[config.mk]
export PLATFORM = sky130hd
export DESIGN_NAME = cla_adder4
export DESIGN_NICKNAME = d
export VERILOG_FILES = /design/src/rtl/cla_pkg.sv /design/src/rtl/cla_pg_cell.sv /design/src/rtl/cla_adder4.sv
export SDC_FILE = /design/constraint.sdc
export NUM_CORES = 1
export LEC_CHECK = 0
export ABC_AREA = 1
export CORE_MARGIN = 8
export CORE_UTILIZATION = 25
export DETAILED_ROUTE_END_ITERATION = 7
export GPL_TIMING_DRIVEN = 0
export REMOVE_ABC_BUFFERS = 1
export SYNTH_ARGS = -nofsm -noshare
export SYNTH_HDL_FRONTEND = slang
export SYNTH_SLANG_ARGS = --single-unit
[constraint.sdc]
create_clock -name clk -period 1.11 [get_ports clk]
set_clock_uncertainty 0.15 [all_clocks]
set_input_delay 0.111 -clock clk [delete_from_list [all_inputs] [get_ports clk]]
set_output_delay 0.111 -clock clk [all_outputs]
set_load 0.03 [all_outputs]
[src/rtl/cla_pkg.sv]
// cla_pkg: shared width constant and nibble type for the 4-bit carry-lookahead slice
package cla_pkg;
  localparam int CLA_WIDTH = 4;
  typedef logic [CLA_WIDTH-1:0] nibble_t;
endpackage

[src/rtl/cla_pg_cell.sv]
// cla_pg_cell: per-bit propagate/generate and sum bit (ports a, b, c in; p, g, s out)
module cla_pg_cell (
  input  logic a,
  input  logic b,
  input  logic c,
  output logic p,
  output logic g,
  output logic s
);
  assign p = a ^ b;
  assign g = a & b;
  assign s = p ^ c;
endmodule

[src/rtl/cla_adder4.sv]
// cla_adder4: registered 4-bit lookahead adder (clk, rst, in_valid, a, b, cin in; s, cout, c3, out_valid out)
module cla_adder4
  import cla_pkg::*;
#(
  parameter int WIDTH = CLA_WIDTH
) (
  input  logic             clk,
  input  logic             rst,
  input  logic             in_valid,
  input  logic [WIDTH-1:0] a,
  input  logic [WIDTH-1:0] b,
  input  logic             cin,
  output logic [WIDTH-1:0] s,
  output logic             cout,
  output logic             c3,
  output logic             out_valid
);
  nibble_t p, g, sum;
  logic [4:0] c;
  for (genvar i = 0; i < 4; i++) begin : g_bit
    cla_pg_cell u_cell (.a(a[i]), .b(b[i]), .c(c[i]), .p(p[i]), .g(g[i]), .s(sum[i]));
  end
  // Carries use cin directly rather than c[0] so no carry bit depends on another bit of c.
  always_comb begin
    c[0] = cin;
    c[1] = g[0] | (p[0] & cin);
    c[2] = g[1] | (p[1] & g[0]) | (p[1] & p[0] & cin);
    c[3] = g[2] | (p[2] & g[1]) | (p[2] & p[1] & g[0]) | (p[2] & p[1] & p[0] & cin);
    c[4] = g[3] | (p[3] & g[2]) | (p[3] & p[2] & g[1]) | (p[3] & p[2] & p[1] & g[0])
         | (p[3] & p[2] & p[1] & p[0] & cin);
  end
  always_ff @(posedge clk) begin
    if (rst) begin
      s         <= '0;
      cout      <= 1'b0;
      c3        <= 1'b0;
      out_valid <= 1'b0;
    end else begin
      out_valid <= in_valid;
      if (in_valid) begin
        s    <= sum;
        cout <= c[4];
        c3   <= c[3];
      end
    end
  end
endmodule

==> results_dict.tcl <==
set metrics [dict create \
    outcome "finished clean" \
    dr.pass1.iters 4 \
    h-tree-depth 1 \
    start_kind "primary input" \
    vias_per_cell 4.50 \
    most-common-layout-cells "inv_1, nor2_1, buf_2" \
    grt-busiest-layer "met2" \
    slowest_delay_ns 0.24 \
    max-vdd-ir-drop_mv 0.306 \
    finalHoldViolations 0 \
    global_route.usage.met3_pct 3.75 \
    final-instance-count-excl-fill 101 \
    cts_tree "done" \
    wl_per_cell_um 12.1 \
    tightest_slew_ns 0.347 \
    antenna_cells 0 \
    dieArea_sq_mm 0.00337 \
    core_region_area_sq_mm 0.00169 \
    arrival_ns 1.05 \
    grt_max_degree 11 \
    min_path_type "primary input to flip-flop" \
    syn_area_sq_um 442 \
    drive_gt1_share_pct 40.5 \
    relSlewSlack_pct 76.9 \
    cts_buffer_depth 2 \
    first_iter_violations 3 \
    setup.worst_path.end "s[3]" \
    wl_um 1220 \
    multi_input_area_sq_um 312 \
    ios 19 \
    cp_max_fo 4 \
    grt-ovfl-total 0 \
    synth-seq-cells 7 \
    use_met2_pct 12.9 \
    syn_area_per_cell_sq_um 7.36 \
    grt_pass1_wl_um 1970 \
    ys_warn_count 0 \
    die_h_um 58.0 \
    dp_hpwl_um 802 \
    vias 455 \
    use_met1_pct 6.95 \
    n_fill_cell 171 \
    startpoint "b[1]" \
    ys_types 17 \
    finalPower_w 0.000793 \
    r2r_slack_ns 0.31 \
    rsz0062_at_grt "false" \
    reg2reg_to "s[1]" \
    antenna_found_initial 0 \
    slew_viol_final 0 \
    finalCritPeriodShare_pct 95.0 \
    worstPathRequired_ns 1.11 \
    p_leak_nw 0.371 \
    start_util_pct 26.1 \
    endpoint_kind "flip-flop" \
    rows 15 \
    placedCellCount 94 \
    min_period_ns 1.05 \
    gp_congestion 0.719 \
    cp_common_cell "nand2_2" \
    grt_pass1_vias 462 \
    ant_nets 0 \
    clock_sink_count 7 \
    die_width_um 58.0 \
    setup_viol 0 \
    synthCells 60 \
    critPathBufInv 2 \
    path_class "primary input to flip-flop" \
    clockRootBuffer "clkbuf_4" \
    gr-usage-all-layers_pct 7.67 \
    clkTransAtPathRegs_ns 0.05 \
    register_area_sq_um 140 \
    critPathTopFamily "simple AND/OR/NAND/NOR gates" \
    fmax_ghz 0.948 \
    drc 0 \
    final_util_pct 40.8 \
    cp_slowest_cell "ha_4" \
    syn2layout_area_growth_pct 56.1 \
    r2r_cells 4 \
    r2r_start "s[1]" \
    cp.depth 10 \
    crit_chain "clkdlybuf4s15_2, ha_4, nand2_4, nand2_2, nand2_2, nand2_2, nand2_2, nand3_2, nand2_1, inv_1" \
    port_buffers 18 \
    cts_made_buffers 3 \
    powerDensity_mw_per_mm2 1150 \
    cts_hold_buffers 0 \
    clk_latency_ns 0.25 \
    ys_seq_area_share_pct 31.7 \
    final_nets 102 \
    maxCapViolations 0 \
]
-- worst min-delay path: stages --
cell and delay [ns]:
dlymetal6s2s_1 0.12, ha_4 0.13, nor2_1 0.04, a21oi_2 0.11
-- worst min path at each step --
stage / cells after the start / slack [ns] / startpoint / endpoint
floorplan: 1 / 0.03 / rst / out_valid
global placement: 2 / 0.36 / s[0] / s[0]
global route: 4 / 0.19 / a[3] / cout
CTS: 2 / 0.26 / in_valid / s[0]
detailed placement: 2 / 0.38 / s[0] / s[0]
finish: 4 / 0.16 / a[3] / cout
-- power breakdown --
part / internal, W / switching, W
Clock: 0.000137 / 0.0000987
Sequential: 0.000273 / 0.00000828
Combinational: 0.000120 / 0.000156
Total: 0.000530 / 0.000263
-- registers in the layout, indices dropped and copies added, names as in the netlist --
| signal | flops |
|---|---|
| out_valid | 1 |
| c3 | 1 |
| cout | 1 |
| s | 4 |
-- cells in the mapped netlist (all sizes together) --
library cell | n | area share [%]
a21oi | 2 | 3.1
ha | 4 | 11
xnor2 | 1 | 2.0
nand3 | 5 | 6.8
dfxtp | 7 | 32
nand2 | 9 | 10
or2 | 1 | 1.4
o21ai | 4 | 4.5
inv | 12 | 10
nand4 | 2 | 2.8
fa | 1 | 4.5
buf | 1 | 1.7
nor2 | 11 | 9.3
-- cell families after synthesis --
family	after synthesis	share of synthesized area, %
buf+inv	13	11.9
flops	7	31.7
simple gates	28	30.9
compound gates	6	7.65
xor+xnor	1	1.98
fa+ha+maj	5	15.9
-- cell type report --
cell class,count,share of cell area [%]
clock buffer,4,3.81
tap,17,3.09
timing repair buffer,21,21.1
sequential,7,20.3
inverter,12,6.53
multi-input combinational,40,45.2
-- per-stage QoR --
stage	setup slack, ns	hold slack, ns	setup TNS [ns]	instance area (sq um)
final	0.0553	0.160	0	689
after global routing	0.00724	0.188	0	689
after CTS	0.00730	0.259	0	687
after detailed placement	-0.599	0.376	-4.19	636
after global placement	-0.598	0.362	-4.11	636
after floorplan	-0.0957	0.0334	-0.224	434
-- routing by layer --
layer  up-vias  share of wire (%)
li1        235                  -
met1       201                 39
met2        15                 49
met3         4                9.7
met4         0                1.5
met5         -                  0
-- timing repair --
| item | in CTS | in global routing |
|---|---|---|
| setup buffers | 3 | 0 |
| pin swaps | 11 | 11 |
| gates resized for setup | 61 | 9 |
| setup endpoints to repair | 13 | 5 |
(Power assumes the default switching activity.)
